$ cat config.mk
export PLATFORM = sky130hd
export DESIGN_NAME = health_monitor
export DESIGN_NICKNAME = d
export VERILOG_FILES = /design/src/rtl/health_pkg.sv /design/src/rtl/health_channel.sv /design/src/rtl/health_monitor.sv
export SDC_FILE = /design/constraint.sdc
export NUM_CORES = 1
export LEC_CHECK = 0
export ABC_AREA = 1
export BUFFER_PORTS_ARGS = -buffer_cell sky130_fd_sc_hd__buf_2
export CORE_UTILIZATION = 30
export CTS_CLUSTER_SIZE = 8
export DETAILED_ROUTE_END_ITERATION = 10
export PLACE_DENSITY_LB_ADDON = 0.12
export SLEW_MARGIN = 25
export SYNTH_ARGS = -nofsm -noshare
export SYNTH_HDL_FRONTEND = slang
export SYNTH_SLANG_ARGS = --single-unit
$ cat constraint.sdc
create_clock -name clk -period 6.25 [get_ports clk]
set_input_delay 0.625 -clock clk [delete_from_list [all_inputs] [get_ports clk]]
set_output_delay 0.625 -clock clk [all_outputs]
set_load 0.05 [all_outputs]
$ cat src/rtl/health_pkg.sv
// health_pkg: shared FSM encoding, counter width helper and stats width for the health monitor
package health_pkg;

    typedef enum logic [1:0] {HT_OK, HT_ERR, HT_FAIL} ht_state_e;

    localparam int STATS_W = 16;

    // Bits needed to hold values 0..n-1 (at least one bit)
    function automatic int cnt_w(input int n);
        return (n < 2) ? 1 : $clog2(n);
    endfunction

endpackage

$ cat src/rtl/health_channel.sv
// health_channel: repetition-count and adaptive-proportion test for one entropy channel
module health_channel
    import health_pkg::*;
#(
    parameter int WIN        = 1024,
    parameter int APT_CUTOFF = 589,
    parameter int RCT_CUTOFF = 32
) (
    input  logic clk,
    input  logic rst,
    input  logic clear,
    input  logic consume,
    input  logic win_end,
    input  logic bit_in,
    output logic err
);

    localparam int RW = cnt_w(RCT_CUTOFF + 1);
    localparam int OW = cnt_w(WIN + 1);

    logic          last_q, last_d;
    logic [RW-1:0] run_q, run_d;
    logic          rct_q, rct_d;
    logic [OW-1:0] ones_q, ones_d, ones_n;
    logic          apt_q, apt_d;

    assign err = rct_q | apt_q;

    // Run length saturates at the cutoff; ones count closes and evaluates on the window-ending sample
    always_comb begin
        ones_n = ones_q + OW'(bit_in);
        last_d = last_q;
        run_d  = run_q;
        rct_d  = rct_q;
        ones_d = ones_q;
        apt_d  = apt_q;
        if (clear) begin
            last_d = 1'b0;
            run_d  = '0;
            rct_d  = 1'b0;
            ones_d = '0;
            apt_d  = 1'b0;
        end else if (consume) begin
            last_d = bit_in;
            run_d  = (run_q != '0 && bit_in == last_q)
                   ? ((run_q == RW'(RCT_CUTOFF)) ? run_q : run_q + RW'(1))
                   : RW'(1);
            rct_d  = run_d >= RW'(RCT_CUTOFF);
            ones_d = win_end ? '0 : ones_n;
            if (win_end)
                apt_d = (ones_n > OW'(APT_CUTOFF)) || (ones_n < OW'(WIN - APT_CUTOFF));
        end
    end

    // Channel state registers
    always_ff @(posedge clk or posedge rst) begin
        if (rst) begin
            last_q <= 1'b0;
            run_q  <= '0;
            rct_q  <= 1'b0;
            ones_q <= '0;
            apt_q  <= 1'b0;
        end else begin
            last_q <= last_d;
            run_q  <= run_d;
            rct_q  <= rct_d;
            ones_q <= ones_d;
            apt_q  <= apt_d;
        end
    end

endmodule

$ cat src/rtl/health_monitor.sv
// health_monitor: multi-channel TRNG online health test with error aggregation FSM.
// Define HEALTH_STATS_EN to add the saturating fail_count error-event counter.
module health_monitor
    import health_pkg::*;
#(
    parameter int NCH         = 4,
    parameter int WIN         = 1024,
    parameter int APT_CUTOFF  = 589,
    parameter int RCT_CUTOFF  = 32,
    parameter int FAIL_THRESH = 8
) (
    input  logic               clk,
    input  logic               rst,
    input  logic               enable,
    input  logic               valid,
    input  logic [NCH-1:0]     samples,
    input  logic               clear,
    output logic               error,
    output logic               total_failure,
    output logic [NCH-1:0]     ch_error
`ifdef HEALTH_STATS_EN
    ,
    output logic [STATS_W-1:0] fail_count
`endif
);

    localparam int WW = cnt_w(WIN);
    localparam int CW = cnt_w(FAIL_THRESH + 1);

    logic          consume, win_end, any_err;
    logic [WW-1:0] win_q, win_d;
    logic [CW-1:0] cnt_q, cnt_d, cnt_n;
    ht_state_e     state_q, state_d;

    assign consume       = enable & valid;
    assign win_end       = win_q == WW'(WIN - 1);
    assign any_err       = |ch_error;
    assign error         = any_err & (state_q != HT_FAIL);
    assign total_failure = state_q == HT_FAIL;

    for (genvar g = 0; g < NCH; g++) begin : g_ch
        health_channel #(
            .WIN        (WIN),
            .APT_CUTOFF (APT_CUTOFF),
            .RCT_CUTOFF (RCT_CUTOFF)
        ) u_ch (
            .clk     (clk),
            .rst     (rst),
            .clear   (clear),
            .consume (consume),
            .win_end (win_end),
            .bit_in  (samples[g]),
            .err     (ch_error[g])
        );
    end

    // Window position and consecutive-error FSM advance only on consumed samples; FAIL latches
    always_comb begin
        cnt_n   = (state_q == HT_ERR ? cnt_q : '0) + CW'(1);
        win_d   = win_q;
        cnt_d   = cnt_q;
        state_d = state_q;
        if (clear) begin
            win_d   = '0;
            cnt_d   = '0;
            state_d = HT_OK;
        end else if (consume) begin
            win_d = win_end ? '0 : win_q + WW'(1);
            if (state_q != HT_FAIL) begin
                cnt_d   = any_err ? cnt_n : '0;
                state_d = !any_err ? HT_OK : (cnt_n >= CW'(FAIL_THRESH)) ? HT_FAIL : HT_ERR;
            end
        end
    end

    // Window counter and FSM registers
    always_ff @(posedge clk or posedge rst) begin
        if (rst) begin
            win_q   <= '0;
            cnt_q   <= '0;
            state_q <= HT_OK;
        end else begin
            win_q   <= win_d;
            cnt_q   <= cnt_d;
            state_q <= state_d;
        end
    end

`ifdef HEALTH_STATS_EN
    logic               prev_q, prev_d;
    logic [STATS_W-1:0] fc_q, fc_d;

    assign fail_count = fc_q;

    // Count rising edges of the aggregated channel error, saturating at all-ones
    always_comb begin
        prev_d = clear ? 1'b0 : any_err;
        fc_d   = clear ? '0 : (any_err && !prev_q && fc_q != '1) ? fc_q + STATS_W'(1) : fc_q;
    end

    // Stats registers
    always_ff @(posedge clk or posedge rst) begin
        if (rst) begin
            prev_q <= 1'b0;
            fc_q   <= '0;
        end else begin
            prev_q <= prev_d;
            fc_q   <= fc_d;
        end
    end
`endif

endmodule
# Word-level counts from Yosys, hierarchy flattened
# Index checks and enable logic that the tools add are counted.
[totals] elab_cells=151 output_inout_bits=6 regBits=96 inputBits=9
[classes] addsub=10 n_bitwise=6 muxes=69 eq_ne=12 n_reduce_logical=18 order_cmp=13
[ops] op="$mux 11" count=12
[ops] op="$mux 6" count=16
[ops] op="$add 11x1->11" count=4
[ops] op="$gt 11x10->1 const B" count=4
[ops] op="$lt 11x9->1 const B" count=4
[ops] op="$mux 10" count=3
[ops] op="$mux 1" count=28
[ops] op="$add 6x1->6 const B" count=4
[ops] op="$eq 6x6->1 const B" count=4
[ops] op="$ge 6x6->1 const B" count=4
[ops] op="$reduce_bool 6->1" count=4
[ops] op="$mux 4" count=5
[ops] op="$add 10x1->10 const B" count=1
[ops] op="$eq 10x10->1 const B" count=1
[ops] op="$mux 2" count=5
[ops] op="$reduce_bool 2->1" count=3
[ops] op="$add 4x1->4 const B" count=1
[ops] op="$eq 1x1->1" count=4
[ops] op="$ge 4x4->1 const B" count=1
[ops] op="$logic_and 1x1->1" count=4
[ops] op="$logic_or 1x1->1" count=4
[ops] op="$or 1x1->1" count=4
[ops] op="$reduce_and 2->1" count=2
[ops] op="$reduce_or 4->1" count=1
[ops] op="other kinds (4)" count=5

# Logic depth before layout (Yosys ltp)
[depth] ltp_word=9 mapped_depth=14

# Hierarchy
# A second synthesis with hierarchy kept.
[unflattened] hier_cells=832 hier_area_um2=6097.1
[modules_own_cells] module="health_channel at g_ch[0].u_ch ..." instances=3 area_per_inst_um2=1287.5 cells_each=178
[modules_own_cells] module="health_channel at g_ch[3].u_ch" instances=1 area_per_inst_um2=1287.5 cells_each=174
[modules_own_cells] module="health_monitor" instances=1 area_per_inst_um2=947.2 cells_each=124

# Worst setup path after synthesis
# OpenSTA, ideal clock, no wires.
[synth_path] path_type="register to output" startpoint="register state_q[0]" endpoint="output error" path_stages_with_launch=3 arrival_time_ns=1.553 t_required_ns=5.625 path_slack_ns=4.072 path_cell_list="dfrtp_1 > nor2_1 > nor2_1"
[synth_via] elab_chain_cells=2
[synth_lines] element="start, declared" line="health_monitor.sv:33" text="ht_state_e state_q, state_d;"
[synth_lines] element="start signal, assigned" line="health_monitor.sv:85" text="state_q <= state_d;"
[synth_lines] element="$ne 2x2->1" line="health_monitor.sv:38" text="assign error = any_err & (state_q != HT_FAIL);"
[synth_lines] element="$and 1x1->1" line="health_monitor.sv:38"
[synth_lines] element="end, declared" line="health_monitor.sv:18" text="output logic error,"
# No other way between the ends.

# Worst setup path after layout
[layout_path] startpoint="register g_ch[0].u_ch.apt_q" endpoint="output error"
[layout_via] elab_chain_cells=3
[layout_lines] element="start, declared" line="health_channel.sv:25" text="logic apt_q, apt_d;"
[layout_lines] element="start signal, assigned" line="health_channel.sv:68" text="apt_q <= apt_d;"
[layout_lines] element="$or 1x1->1" line="health_channel.sv:27" text="assign err = rct_q | apt_q;"
[layout_lines] element="$reduce_or 4->1" line="health_monitor.sv:37" text="assign any_err = |ch_error;"
[layout_lines] element="$and 1x1->1" line="health_monitor.sv:38"
# No other way between the ends.

==> results.sh <==
export IMPL_clock_tree_root_cell="clkbuf_16"
export IMPL_synth_area_mux_share_pct=0
export IMPL_power_clock_fraction_pct=42.0
export IMPL_synth_xor_xnor_area_share_pct=4.714
export IMPL_path_clk_slew_ns=0.06
export IMPL_std_cell_rows=50
export IMPL_final_fill_count=1970
export IMPL_crit_arrival_ns=1.83
export IMPL_count_of_buffers_from_port_buffering=14
export IMPL_power_leakage_nw=2.964
export IMPL_grt_pass1_wl_um=23360
export IMPL_maximum_number_of_pins_on_one_net_before_global_route_repair=68
export IMPL_post_cts_buffers=0
export IMPL_route_vias_total=4844
export IMPL_worstSetupStartpoint="g_ch[0].u_ch.apt_q"
export IMPL_drt_pass1_iterations=5
export IMPL_detail_route_wirelength_um=13370
export IMPL_diodes=0
export IMPL_power_per_cell_area_nw_per_um2=218.9
export IMPL_max_cap_violations=0
export IMPL_chipHeight_um=140.6
export IMPL_timing_setup_tns_ns=0
export IMPL_coreArea_sq_um=18770
export IMPL_finalSetupViolCount=0
export IMPL_place_detailed_instances=985
export IMPL_post_detailed_route_drc_marker_count=0
export IMPL_synth_enable_flop_cells=0
export IMPL_clock_sink_count=96
export IMPL_layout_min_cycle_time_ns=2.455
export IMPL_rsz0062_at_grt="no"
export IMPL_sw_frac_of_total_pct=25.74
export IMPL_synthFlopType="dfrtp_1"
export IMPL_final_net_count=789
export IMPL_fp_dieArea_sq_um=19760
export IMPL_crit_required_ns=5.62
export IMPL_syn_area_sq_um=5759
export IMPL_worst_pin_slew_ns=0.7923
export IMPL_synth_yosys_seq_area_share_pct=41.71
export IMPL_status="finished, final reports clean"
export IMPL_vias_per_cell=4.844
export IMPL_hold_buffers=0
export IMPL_cts_tree="built"
export IMPL_endpoint_kind="output port"
export IMPL_cellInternalPower_w=0.001030
export IMPL_synth_adder_area_share_pct=3.910
export IMPL_detail_route_wl_per_cell_um=13.37
export IMPL_hp_class="in2async"
export IMPL_yosys_warnings=0
export IMPL_postSynth_asyncResetShare_pct=100.0
export IMPL_layoutNonFillerInstCount=1000
export IMPL_cts_inserted_buffers=9
export IMPL_synth_cell_types=40
export IMPL_max_clock_freq_mhz=407.3
export IMPL_critical_path_class="reg2out"
export IMPL_synth_fp_nets=780
export IMPL_switching_power_w=0.0003571
export IMPL_post_synth_cell_area_avg_sq_um=7.648
export IMPL_largest_clock_skew_in_the_final_design_ns=0.008564
export IMPL_final_hold_viol_count=0
export IMPL_synth_compound_area_share_pct=11.49
export IMPL_gate_count_post_synth=753
export IMPL_crit_path_max_fanout=2
export IMPL_dp_slack_ns=3.522
export IMPL_h_tree_depth=3
export IMPL_route_antenna_remaining_nets=0
export IMPL_postCtsResizedCells=0
export IMPL_final_layout_size_suffix_gt1_share_pct=8.616
export IMPL_global_route_overflow_total=0
export IMPL_vdd_ir_drop_worst_uv=127.3
export IMPL_fin_crit_sh_pct=39.29
export IMPL_die_w_um=140.6
export IMPL_final_critical_path_setup_slack_ns=3.795
export IMPL_layout_area_overhead_vs_synth_pct=10.06
export IMPL_finalWeightedCongestion=0.8386
export IMPL_globalRouteTotalUtil_pct=14.80
export IMPL_combPwrFrac_pct=10.7
export IMPL_initial_utilization_pct=30.69
export IMPL_initialDrtViolationCount=260
export IMPL_antenna_found_initial=0
export IMPL_detailed_place_hpwl_um=9228
export IMPL_synth_top_family_by_area="simple AND/OR/NAND/NOR gates"
export IMPL_vias_in_the_first_global_route=5015
export IMPL_worst_skew_pair_late_latency_ns=0.35
export IMPL_r2r_start="win_q[0]"
export IMPL_cp_start_kind="flip-flop"
export IMPL_boundaryPins=15
export IMPL_post_synthesis_register_bit_count=96
export IMPL_report_final_slew_viol_count=0
export IMPL_relSlewSlack_pct=46.99
export IMPL_clock_tree_buffer_depth=2
export IMPL_pwr_share_seq_pct=47.3
export IMPL_synth_simple_gate_area_share_pct=29.44
export IMPL_totalPowerFinal_w=0.001387
-- flip-flops by register name, indices dropped and copies added (netlist names) --
register,count
g_ch.u_ch.run_q,24
g_ch.u_ch.ones_q,44
cnt_q,4
g_ch.u_ch.apt_q,4
state_q,2
g_ch.u_ch.rct_q,4
win_q,10
g_ch.u_ch.last_q,4
-- power groups by stage --
stage          sequential [W]  clock (W)  combinational [W]
2_1_floorplan        0.000663          0           0.000116
3_3_place_gp         0.000667          0           0.000150
3_5_place_dp         0.000667          0           0.000152
4_1_cts              0.000655   0.000609           0.000153
5_1_grt              0.000659   0.000631           0.000169
6_report             0.000656   0.000583           0.000149
-- routing by layer --
metal  GRT usage [%]  up-vias  wire, um
li1                -     2463         -
met1           19.15     2313      6696
met2           24.66       54      6195
met3           2.154       14       281
met4           6.350        0       197
met5               0        -         0
-- cells by family (layout without fill, tap and decap cells) --
kind of cell               after synthesis  in the layout
AOI/OAI and AO/OA                      111            111
xor gates and xnor gates                31             31
adders and majority gates               18             18
buffers and inverters                  124            137
DFF                                     96             96
and+or+nand+nor                        373            373
-- critical path: stages, from the launching register on --
cell,delay (ns)
dfrtp_1,0.38
or2_1,0.30
nor4_1,0.46
nor2_1,0.12
buf_2,0.23
-- synth_stat cells, types with 3 or more instances --
| cell | count | share of area, % |
|---|---|---|
| buf_2 | 6 | 0.52 |
| inv_1 | 101 | 6.6 |
| a21oi_1 | 21 | 1.8 |
| a211oi_1 | 3 | 0.39 |
| or2_2 | 4 | 0.43 |
| buf_4 | 8 | 1.0 |
| o21ai_0 | 35 | 3.0 |
| a22o_1 | 4 | 0.61 |
| ha_1 | 18 | 3.9 |
| nand2_1 | 196 | 13 |
| xor2_1 | 22 | 3.3 |
| nand4_1 | 11 | 1.2 |
| inv_2 | 5 | 0.33 |
| nand3_1 | 63 | 5.5 |
| dfrtp_1 | 96 | 42 |
| nor2_1 | 58 | 3.8 |
| buf_1 | 3 | 0.20 |
| o21a_1 | 4 | 0.52 |
| o22ai_1 | 33 | 3.6 |
| nor3_2 | 4 | 0.70 |
| a21boi_0 | 4 | 0.52 |
| nand2_2 | 9 | 0.98 |
| nor3_1 | 8 | 0.70 |
| xnor2_1 | 9 | 1.4 |
| nor2_4 | 6 | 1.2 |
| nor2_2 | 5 | 0.54 |
-- stage by stage --
step | hold slack [ns] | util [%] | instance area, sq um
global placement | 0.4562 | 32.15 | 6035
global route | 0.4173 | 33.77 | 6339
finish | 0.3427 | 33.77 | 6339
detailed placement | 0.4608 | 32.15 | 6035
CTS | 0.3805 | 33.77 | 6339
floorplan | 0.4408 | - | 5759
-- path summary, 6_finish.rpt --
path | cells past startpoint | slack [ns] | endpoint
setup reg to reg | 8 | 4.07 | g_ch[1].u_ch.ones_q[9]
max in group asynchronous | 3 | 4.81 | g_ch[0].u_ch.ones_q[4]
hold / removal | 2 | 0.34 | g_ch[2].u_ch.ones_q[7]
hold reg to reg | 2 | 0.47 | g_ch[3].u_ch.apt_q
min in group clk | 2 | 0.47 | g_ch[3].u_ch.apt_q
setup / recovery | 4 | 3.79 | error
-- layout by cell type, fill, tap and decap left out, types with 8 or more instances in the layout --
cell and instances:
ha_1 18, clkbuf_16 9, nand2_2 9, o22ai_1 33
o21ai_0 35, nor2_1 58, xnor2_1 9, nor3_1 8
inv_1 100, nand3_1 63, nand2_1 196, a21oi_1 21
dfrtp_1 96, buf_2 14, xor2_1 22, nand4_1 11
-- layout make-up --
class | instances | area, sq um | share of cell area, %
repair buffers | 16 | 85.08 | 1.342
inverters | 106 | 400.4 | 6.317
clock buffers | 12 | 236.5 | 3.731
flip-flops and latches | 96 | 2402 | 37.90
clock inverters | 3 | 67.56 | 1.066
well taps | 234 | 292.8 | 4.619
multi-input cells | 533 | 2854 | 45.03
Power figures use the tool's default switching activity.
